## config.mk

```make
export PLATFORM = sky130hd
export DESIGN_NAME = serial_subtractor
export DESIGN_NICKNAME = d
export VERILOG_FILES = /design/src/rtl/arith_pkg.sv /design/src/rtl/full_subtractor.sv /design/src/rtl/serial_subtractor.sv
export SDC_FILE = /design/constraint.sdc
export NUM_CORES = 1
export LEC_CHECK = 0
export ABC_AREA = 1
export ABC_CLOCK_PERIOD_IN_PS = 2970
export CAP_MARGIN = 30
export CORE_UTILIZATION = 50
export DETAILED_ROUTE_END_ITERATION = 8
export PLACE_DENSITY = 0.86
export SYNTH_ARGS = -nofsm -noshare
export SYNTH_HDL_FRONTEND = slang
export SYNTH_SLANG_ARGS = --single-unit
```

## constraint.sdc

```tcl
create_clock -name clk -period 2.97 [get_ports clk]
set_clock_uncertainty 0.2 [all_clocks]
set_input_delay 0.4455 -clock clk [delete_from_list [all_inputs] [get_ports clk]]
set_output_delay 0.4455 -clock clk [all_outputs]
set_load 0.01 [all_outputs]
```

## src/rtl/arith_pkg.sv

```systemverilog
// Shared arithmetic definitions: serial-subtractor state encoding, default width
// and the bit-counter width helper.
package arith_pkg;

    typedef enum logic [1:0] {
        IDLE = 2'd0,
        RUN  = 2'd1,
        DONE = 2'd2
    } sub_state_t;

    localparam int SUB_DEFAULT_W = 8;

    // Counter must hold the values 0..W, hence W+1 distinct codes.
    function automatic int cnt_width(input int w);
        return $clog2(w + 1);
    endfunction

endpackage

```

## src/rtl/full_subtractor.sv

```systemverilog
// One-bit full subtractor, gate level: d = a - b - b_in, b_out = borrow out.
module full_subtractor (
    input  logic a,
    input  logic b,
    input  logic b_in,
    output logic d,
    output logic b_out
);

    logic ab_x;
    logic gen_b;
    logic prop_b;

    assign ab_x   = a ^ b;
    assign d      = ab_x ^ b_in;
    assign gen_b  = ~a & b;
    assign prop_b = ~ab_x & b_in;
    assign b_out  = gen_b | prop_b;

endmodule

```

## src/rtl/serial_subtractor.sv

```systemverilog
// Bit-serial W-bit subtractor (diff = a - b, LSB first) with start/busy/done handshake.
// Optional signed-overflow output enabled by defining SUB_SIGNED_OVF_EN.
module serial_subtractor
    import arith_pkg::*;
#(
    parameter int W = SUB_DEFAULT_W
) (
    input  logic         clk,
    input  logic         rst_n,
    input  logic         start,
    input  logic [W-1:0] a,
    input  logic [W-1:0] b,
    output logic         busy,
    output logic         done,
    output logic [W-1:0] diff,
`ifdef SUB_SIGNED_OVF_EN
    output logic         ovf,
`endif
    output logic         borrow_out
);

    localparam int CNT_W = cnt_width(W);
    localparam logic [CNT_W-1:0] LAST_BIT = CNT_W'(W - 1);

    sub_state_t       state_q, state_d;
    logic [W-1:0]     a_sh_q, a_sh_d;
    logic [W-1:0]     b_sh_q, b_sh_d;
    logic [W-1:0]     res_sh_q, res_sh_d;
    logic             borrow_q, borrow_d;
    logic [CNT_W-1:0] cnt_q, cnt_d;
    logic             busy_q, busy_d;
    logic             done_q, done_d;
    logic [W-1:0]     diff_q, diff_d;
    logic             borrow_out_q, borrow_out_d;

    logic             bit_d;
    logic             bit_b;

`ifdef SUB_SIGNED_OVF_EN
    logic             a_sign_q, a_sign_d;
    logic             b_sign_q, b_sign_d;
    logic             ovf_q, ovf_d;
`endif

    full_subtractor u_fs (
        .a     (a_sh_q[0]),
        .b     (b_sh_q[0]),
        .b_in  (borrow_q),
        .d     (bit_d),
        .b_out (bit_b)
    );

    always_comb begin
        state_d      = state_q;
        a_sh_d       = a_sh_q;
        b_sh_d       = b_sh_q;
        res_sh_d     = res_sh_q;
        borrow_d     = borrow_q;
        cnt_d        = cnt_q;
        busy_d       = busy_q;
        done_d       = 1'b0;
        diff_d       = diff_q;
        borrow_out_d = borrow_out_q;
`ifdef SUB_SIGNED_OVF_EN
        a_sign_d     = a_sign_q;
        b_sign_d     = b_sign_q;
        ovf_d        = ovf_q;
`endif

        case (state_q)
            // DONE accepts a new start exactly like IDLE, enabling back-to-back runs.
            IDLE, DONE: begin
                busy_d  = start;
                state_d = IDLE;
                if (start) begin
                    a_sh_d   = a;
                    b_sh_d   = b;
                    res_sh_d = '0;
                    borrow_d = 1'b0;
                    cnt_d    = '0;
                    state_d  = RUN;
`ifdef SUB_SIGNED_OVF_EN
                    a_sign_d = a[W-1];
                    b_sign_d = b[W-1];
`endif
                end
            end
            RUN: begin
                res_sh_d = {bit_d, res_sh_q[W-1:1]};
                a_sh_d   = {1'b0, a_sh_q[W-1:1]};
                b_sh_d   = {1'b0, b_sh_q[W-1:1]};
                borrow_d = bit_b;
                cnt_d    = cnt_q + 1'b1;
                if (cnt_q == LAST_BIT) begin
                    state_d      = DONE;
                    busy_d       = 1'b0;
                    done_d       = 1'b1;
                    diff_d       = {bit_d, res_sh_q[W-1:1]};
                    borrow_out_d = bit_b;
`ifdef SUB_SIGNED_OVF_EN
                    // Operand signs differ and the result sign differs from the minuend.
                    ovf_d        = (a_sign_q ^ b_sign_q) & (a_sign_q ^ bit_d);
`endif
                end
            end
            default: begin
                state_d = IDLE;
                busy_d  = 1'b0;
            end
        endcase
    end

    always_ff @(posedge clk or negedge rst_n) begin
        if (!rst_n) begin
            state_q      <= IDLE;
            a_sh_q       <= '0;
            b_sh_q       <= '0;
            res_sh_q     <= '0;
            borrow_q     <= 1'b0;
            cnt_q        <= '0;
            busy_q       <= 1'b0;
            done_q       <= 1'b0;
            diff_q       <= '0;
            borrow_out_q <= 1'b0;
`ifdef SUB_SIGNED_OVF_EN
            a_sign_q     <= 1'b0;
            b_sign_q     <= 1'b0;
            ovf_q        <= 1'b0;
`endif
        end else begin
            state_q      <= state_d;
            a_sh_q       <= a_sh_d;
            b_sh_q       <= b_sh_d;
            res_sh_q     <= res_sh_d;
            borrow_q     <= borrow_d;
            cnt_q        <= cnt_d;
            busy_q       <= busy_d;
            done_q       <= done_d;
            diff_q       <= diff_d;
            borrow_out_q <= borrow_out_d;
`ifdef SUB_SIGNED_OVF_EN
            a_sign_q     <= a_sign_d;
            b_sign_q     <= b_sign_d;
            ovf_q        <= ovf_d;
`endif
        end
    end

    assign busy       = busy_q;
    assign done       = done_q;
    assign diff       = diff_q;
    assign borrow_out = borrow_out_q;
`ifdef SUB_SIGNED_OVF_EN
    assign ovf        = ovf_q;
`endif

endmodule

```

==> results of run 1 <==
## power by group through the flow
stage               logic, W  registers [W]  clock network (W)
floorplan           0.000603       0.000968                  0
global placement    0.000876       0.000953                  0
detailed placement  0.000911       0.000961                  0
CTS                 0.000916       0.000953           0.000384
global route         0.00104       0.000982           0.000410
finish              0.000902       0.000950           0.000375
## area by class of cell
type	count	area, um^2
fill	291	1192
clock buffer	7	55.05
multi-input combinational	141	608.1
sequential	41	1026
timing repair buffer	32	307.8
tap	46	57.56
inverter	30	112.6
clock inverter	1	30.03
## per-layer routing
metal,global-route usage [%],part of all wire (%),up-vias
li1,-,-,722
met1,21.82,45,645
met2,32.57,49,37
met3,6.211,4.3,6
met4,7.619,2.0,0
met5,0,0,-
## flip-flops by register name (all words and copies together), names as in the netlist
signal / count
busy: 1
res_sh_q: 7
diff: 8
b_sh_q: 8
borrow_q: 1
cnt_q: 4
borrow_out: 1
done: 1
a_sh_q: 8
state_q: 2
## synthesized netlist by cell type
cell type	n	area share, %
a21oi_1	1	0.28
buf_2	4	1.1
buf_4	3	1.3
dfrtp_1	41	57
fa_1	1	1.1
ha_1	1	0.70
inv_1	28	5.9
inv_2	2	0.42
nand2_1	108	23
nand2_2	1	0.35
nand2_4	1	0.63
nand3_1	11	3.1
nand3b_1	1	0.42
nand4_1	1	0.35
nor2_1	5	1.0
o21ai_0	2	0.56
o22ai_1	7	2.4
or2_2	1	0.35
## kinds of logic after synthesis
family / after synthesis / synth area share, %
DFF: 41 / 57.34
AOI/OAI and AO/OA: 10 / 3.286
buffers and inverters: 37 / 8.671
adders and majority gates: 2 / 1.818
and+or+nand+nor: 129 / 28.88
## layout by cell type, fill, tap and decap left out, drive strengths merged
master | netlist | routed
a21oi | 1 | 1
buf | 7 | 4
bufinv | 0 | 1
clkbuf | 0 | 7
clkdlybuf4s50 | 0 | 28
dfrtp | 41 | 41
fa | 1 | 1
ha | 1 | 1
inv | 30 | 30
nand2 | 110 | 110
nand3 | 11 | 11
nand3b | 1 | 1
nand4 | 1 | 1
nor2 | 5 | 5
o21ai | 2 | 2
o22ai | 7 | 7
or2 | 1 | 1
## metrics by stage
stage          instances  utilization, %  hold slack (ns)
2_1_floorplan        219               -         -0.05009
3_3_place_gp         290           62.31           0.2557
3_5_place_dp         290           62.31           0.2588
4_1_cts              298           64.82          0.02432
5_1_grt              298           64.82          0.06438
6_report             298           64.82         0.005364
## path summary, 6_finish.rpt
path	slack, ns	startpoint	end
setup / recovery	1.07	diff[5]	diff[5]
hold / removal	0.005	rst_n	diff[3]
setup reg to reg	1.11	state_q[0]	diff[5]
hold reg to reg	0.28	diff[3]	diff[3]
max in group asynchronous	2.02	rst_n	a_sh_q[6]
min in group clk	0.28	diff[3]	diff[3]
==> run metrics, run 1 <==
outcome=finished clean; global-route wire length before repair=5.126 mm; post-CTS sizing=0; Cell Rows=21; CP delay by family, top=buffers and inverters; num ports=30; TritonCTS buffer count=5; floorplan core area=3390 um^2; number of global-route vias before repair=1243; post-synth cell types=18; Rel. slew slack=41.54%; Post-CTS Setup Bufs=0; Setup-failing EPs final=0; Tmin final=1.897 ns; clock sinks=41; Worst path depth=1; area growth from synthesis to layout=22.80%; starting density of the core=52.79%; nets@finish=272; RePlAce Congestion=0.7333; Max Slew Vio Count=0; FMAX=0.5272 GHz; Fin Setup TNS=0 ns; residual DRC count=0; GRT Overall Usage=18.93%; vias per inst=4.732; CTS tree=built; Required @ worst endpoint=2.32 ns; nature of the critical path endpoint=output pin; critical path type=reg2out; Tcrit/Tclk final=63.87%; WL final=3.021 mm; Crit-path slowest cell=clkdlybuf4s50_1; Post-DP HPWL=2.075 mm; Root Driver=clkbuf_4; grt total ovfl=0; Buf+Inv Stages, Crit Path=1; worst-skew pair later-pin latency=0.34 ns; CP max FO=2; Port Buffer Count=29; Comb power frac=40.5%; part of the power in registers=42.7%; Inserted Diodes=0; initial antenna violation count=0; Startpoint Class=flop; Net Count, Synth=240; clk buf depth=2; Routed Antenna Nets=0; min-delay worst type=in2async; Leakage=1.190 nW; Detailed Routing Iterations Pass 1=4; Die ar.=3822 um^2; CP Cell Sequence=clkdlybuf4s50_1; DRT iter0 DRCs=66; Slew @ Worst Pin=0.8769 ns; sw power=0.0008308 W; internal power=0.001396 W; Power Total=0.002227 W; area post-placement=2112 um^2; Syn Std Cell Area=1789 um^2; CP arrival=1.25 ns; die width=61.82 um; clock network power share=16.8%; largest net degree at the start of global routing=42; WL per Instance=10.14 um; Synth Area per Inst=8.170 um^2; VDD IR-drop max=0.0004454 V; layout cells sized above 1=6.349%; Die Height=61.82 um; Post-Syn Instances=219; pre-CTS setup slack=1.115 ns; pwr dens=1013 nW/um^2; Sw Ratio=37.31%; max-cap check violation count=0; R2R depth=5; total number of vias=1410; cts-stage hold buffer count=0; RSZ-0062 raised after global routing=false; sequential fraction of the synthesis area=57.34%; fin area=2197 um^2; synthesis-stage register bit count=41; fin worst setup slack=1.073 ns; max incr delay on CP=0.53 ns; Hold Violations, Final=0; synth warn=0; CTS clock-pin slew for the worst setup and hold paths=0.12 ns; H-tree depth=2
(Power assumes the default switching activity.)
==> run 2, diff against run 1 <==
Settings changed: ABC_CLOCK_PERIOD_IN_PS 2970 to 1900.
Clock period 2.97 ns to 1.9 ns, I/O delays scaled along.
==> run 2 against run 1 <==
Net effect:
- worst hold slack better by 0.19 ns
- sequential share of layout area about the same
- cell count up 1.3%
- first-iteration DRC count down 30%
- combinational power up 59%
- clock power up 8.3%
- flip-flop and latch count unchanged
- clock-buffer cell count down 1
- utilization about the same
- critical path type unchanged
==> run metrics, run 2 (synthesis results as in run 1) <==
outcome=finished clean; grt met3 use=4.969% (-1.2 points); pre-CTS setup slack=0.2105 ns (-0.9049 ns); busiest grt layer=met2; number of global-route vias before repair=1290 (+3.8%); CP delay by family, top=buffers and inverters; Detailed Routing Iterations Pass 1=4 (unchanged); area growth from synthesis to layout=22.73% (about the same); DRT iter0 DRCs=46 (-30%); Die Height=61.82 um (unchanged); grt total ovfl=0 (unchanged); H-tree depth=2 (unchanged); TritonCTS buffer count=5 (unchanged); Post-DP HPWL=2.171 mm (+4.6%); CTS tree=built; starting density of the core=52.79% (unchanged); FMAX=0.5742 GHz; VDD IR-drop max=0.0005764 V (+29%); min-delay worst type=in2async; GRT Overall Usage=19.23% (+0.30 points); Post-CTS Setup Bufs=0 (unchanged); commonest non-fill, non-tap cell in the layout=nand2_1; worst-skew pair later-pin latency=0.35 ns (about the same); Tmin final=1.742 ns; internal power=0.002029 W (+45%); RSZ-0062 raised after global routing=false; vias per inst=4.536 (-4.1%); Comb power frac=43.0% (+2.5 points); WL per Instance=9.742 um (-3.9%); Required @ worst endpoint=1.41 ns (-0.91 ns); num ports=30 (unchanged); Slew @ Worst Pin=0.4426 ns (-0.4343 ns); Die ar.=3822 um^2 (unchanged); critical path type=reg2out; CTS clock-pin slew for the worst setup and hold paths=0.12 ns (about the same); post-layout util=64.78% (about the same); grt met2 use=32.87% (+0.31 points); Root Driver=clkbuf_4; Cell Rows=21 (unchanged); Sw Ratio=38.91% (+1.6 points); fin worst setup slack=0.1583 ns (-0.9149 ns); total number of vias=1370 (-2.8%); Routed Antenna Nets=0 (unchanged); clock sinks=41 (unchanged); Buf+Inv Stages, Crit Path=1 (unchanged); Inserted Diodes=0 (unchanged); CP arrival=1.26 ns (about the same); Fin Setup TNS=0 ns (unchanged); Max Slew Vio Count=0 (unchanged); clk buf depth=2 (unchanged); largest net degree at the start of global routing=21 (-50%); nets@finish=276 (+1.5%); GRT met1 Usage=22.78% (+0.96 points); initial antenna violation count=0 (unchanged); CP Cell Sequence=clkdlybuf4s50_1; max-cap check violation count=0 (unchanged); CP max FO=2 (unchanged); die width=61.82 um (unchanged); WL final=2.942 mm (-2.6%); max incr delay on CP=0.54 ns (about the same); RePlAce Congestion=0.7174 (-2.2%); layout cells sized above 1=7.422% (+1.1 points); Hold Violations, Final=0 (unchanged); Rel. slew slack=70.50% (+29 points); part of the power in registers=44.8% (+2.1 points); floorplan core area=3390 um^2 (unchanged); sw power=0.001292 W (+56%); residual DRC count=0 (unchanged); global-route wire length before repair=5.202 mm (+1.5%); Leakage=1.195 nW (+0.41%); pwr dens=1513 nW/um^2 (+49%); nature of the critical path endpoint=output pin; Setup-failing EPs final=0 (unchanged); Tcrit/Tclk final=91.67%; Startpoint Class=flop; Port Buffer Count=29 (unchanged); most frequent cells in the layout=nand2_1, dfrtp_1, inv_1, clkdlybuf4s50_1, nand3_1; clock network power share=12.2% (-4.6 points); Crit-path slowest cell=clkdlybuf4s50_1
run 2: path summary, 6_finish.rpt:
path	startpoint	slack, ns	endpoint	cells past startpoint
max	diff[7]	0.16	diff[7]	1
min	rst_n	0.20	a_sh_q[7]	2
max reg2reg	cnt_q[0]	0.25	diff[7]	6
min reg2reg	diff[5]	0.28	diff[5]	2
max in group asynchronous	rst_n	0.78	b_sh_q[0]	3
min in group clk	a[7]	0.25	a_sh_q[7]	3
run 2: power by group through the flow:
stage,sequential [W],combinational (W),clock (W)
6_report,0.00149,0.00143,0.000406
4_1_cts,0.00149,0.00145,0.000416
5_1_grt,0.00153,0.00166,0.000453
2_1_floorplan,0.00151,0.000942,0
3_3_place_gp,0.00149,0.00140,0
3_5_place_dp,0.00151,0.00144,0
run 2: layout make-up:
class,instances,area (um^2)
fillers,288,1194
flip-flops and latches,41,1026
clock buffers,6,41.29
well taps,46,57.56
multi-input cells,141,608.1
inverters,30,112.6
repair buffers,36,340.3
clock inverters,2,10.01
run 2: timing repair:
action | 4_1_cts | 5_1_grt
endpoints found under the hold margin | 18 | 0
setup endpoints to repair | 0 | 0
gates resized for setup | 0 | 0
hold buffers | 1 | 0
run 2: per-stage QoR:
step / power [W] / cells / hold WS (ns) / instance area [um^2]
finish: 0.003321 / 302 / 0.1961 / 2196
global route: 0.003650 / 302 / 0.2462 / 2196
CTS: 0.003352 / 302 / 0.2054 / 2196
detailed placement: 0.002948 / 293 / 0.05630 / 2135
global placement: 0.002887 / 293 / 0.05179 / 2135
floorplan: 0.002455 / 219 / -0.2106 / 1789
run 2: layer usage:
metal	share of wire [%]	vias up
met5	0	-
met4	2.3	0
met3	3.4	8
met2	47	31
met1	48	602
li1	-	729
==> run 3, diff against run 2 <==
Settings changed: CORE_MARGIN from default to 2, REMOVE_ABC_BUFFERS from default to 1.
==> run 3 against run 2 <==
Net effect:
- utilization unchanged
- non-clock buffer count unchanged
- register-to-register slack improved by 0.12 ns
- critical path type unchanged
- critical endpoint is now busy
- largest power group unchanged
==> run metrics, run 3 (synthesis results as in run 1) <==
commonest non-fill, non-tap cell in the layout=nand2_1; num ports=30 (unchanged); total number of vias=1392 (+1.6%); Fin Setup TNS=0 ns (unchanged); CP max FO=2 (unchanged); Hold Violations, Final=0 (unchanged); CTS tree=built; nature of the critical path endpoint=output pin; global-route wire length before repair=5.658 mm (+8.8%); R2R depth=6 (unchanged); max-cap check violation count=0 (unchanged); placed cell count=293 (unchanged); die width=63.82 um (+3.2%); grt met3 use=4.401% (-0.57 points); largest net degree at the start of global routing=42 (+100%); CP arrival=1.27 ns (about the same); Slew @ Worst Pin=0.4942 ns (+0.05168 ns); Tmin final=1.760 ns (+0.01791 ns); grt total ovfl=0 (unchanged); CP Cell Sequence=clkdlybuf4s50_1; floorplan core area=3390 um^2 (unchanged); r2r endpoint=diff[7]; pwr dens=1520 nW/um^2 (+0.49%); cts-stage hold buffer count=1 (unchanged); Required @ worst endpoint=1.41 ns (about the same); post-layout util=64.78% (unchanged); Buf+Inv Stages, Crit Path=1 (unchanged); busiest grt layer=met2; Die Height=63.82 um (+3.2%); max incr delay on CP=0.54 ns (about the same); clock sinks=41 (unchanged); residual DRC count=0 (unchanged); Crit-path slowest cell=clkdlybuf4s50_1; nets@finish=276 (unchanged); Root Driver=clkbuf_4; critical path type=reg2out; grt met2 use=30.21% (-2.7 points); worst r2r src=cnt_q[0]; CP delay by family, top=buffers and inverters; worst-skew pair later-pin latency=0.35 ns (about the same); Post-DP HPWL=2.096 mm (-3.4%); Routed Antenna Nets=0 (unchanged); H-tree depth=2 (unchanged); starting density of the core=52.79% (unchanged); CTS clock-pin slew for the worst setup and hold paths=0.12 ns (about the same); Hold Path Stages=3; GRT Overall Usage=17.74% (-1.5 points); Cell Rows=21 (unchanged); Startpoint Class=flop; layout cells sized above 1=7.422% (unchanged); DRT iter0 DRCs=70 (+52%); area growth from synthesis to layout=22.73% (unchanged); Setup-failing EPs final=0 (unchanged); WL per Instance=9.785 um (+0.44%); WHS Endpoint=a_sh_q[7]; GRT met1 Usage=21.39% (-1.4 points); clk buf depth=2 (unchanged); Max Slew Vio Count=0 (unchanged); r2r setup slk=0.37 ns (+0.12 ns); Post-CTS Setup Bufs=0 (unchanged); FMAX=0.5683 GHz (-1.0%); VDD IR-drop max=0.0006866 V (+19%); RePlAce Congestion=0.7216 (+0.59%); post-CTS sizing=0 (unchanged); Post-Layout Cell Count=302 (unchanged); WL final=2.955 mm (+0.44%); TritonCTS buffer count=5 (unchanged); most frequent cells in the layout=nand2_1, dfrtp_1, inv_1, clkdlybuf4s50_1, nand3_1; RSZ-0062 raised after global routing=false; min-delay worst type=in2reg; Leakage=1.195 nW (about the same); vias per inst=4.609 (+1.6%); Rel. slew slack=67.05% (-3.4 points); Die ar.=4073 um^2 (+6.6%); Inserted Diodes=0 (unchanged); Detailed Routing Iterations Pass 1=4 (unchanged); Tcrit/Tclk final=92.61% (+0.94 points); Worst Hold Launch=a[7]; initial antenna violation count=0 (unchanged); Port Buffer Count=29 (unchanged); outcome=finished clean; number of global-route vias before repair=1342 (+4.0%)
==> run 3: cell counts in the layout (fill, tap and decap cells not counted) <==
No cell type changed its count.
==> run 3: cell type report <==
cell class,instances,area (um^2)
fillers,308,1194
flip-flops and latches,41,1026
multi-input cells,141,608.1
repair buffers,36,340.3
inverters,30,112.6
well taps,46,57.56
clock buffers,6,41.29
clock inverters,2,10.01
==> run 3: per-stage QoR <==
step / power, W / setup WS [ns] / instance area [um^2] / hold WS, ns
3_3_place_gp: 0.002891 / 0.2496 / 2135 / 0.1678
2_1_floorplan: 0.002388 / -0.3109 / 1747 / -0.2106
6_report: 0.003338 / 0.1404 / 2196 / 0.2646
3_5_place_dp: 0.002965 / 0.2333 / 2135 / 0.1774
4_1_cts: 0.003385 / 0.1190 / 2196 / 0.2516
5_1_grt: 0.003704 / 0.1017 / 2196 / 0.2832
==> run 3: per-layer routing <==
metal / vias to the layer above / wire [um] / part of all wire (%)
met3: 7 / 116 / 3.9
met5: - / 0 / 0
met2: 32 / 1390 / 47
met4: 0 / 55 / 1.9
met1: 623 / 1393 / 47
li1: 730 / - / -
==> run 3: worst max path at each step <==
stage	startpoint	to	slack (ns)	cells past startpoint
floorplan	state_q[0]	borrow_out	-0.31	5
global placement	start	a_sh_q[4]	0.25	6
detailed placement	start	a_sh_q[3]	0.23	6
CTS	busy	busy	0.12	1
global route	busy	busy	0.10	1
finish	busy	busy	0.14	1
==> run 3: report_power, final <==
part	total [W]	leakage, nW	switching (W)	internal (W)
registers	0.00149	0.516	0.000225	0.00126
logic	0.00144	0.646	0.000798	0.000638
clock network	0.000415	0.0320	0.000274	0.000141
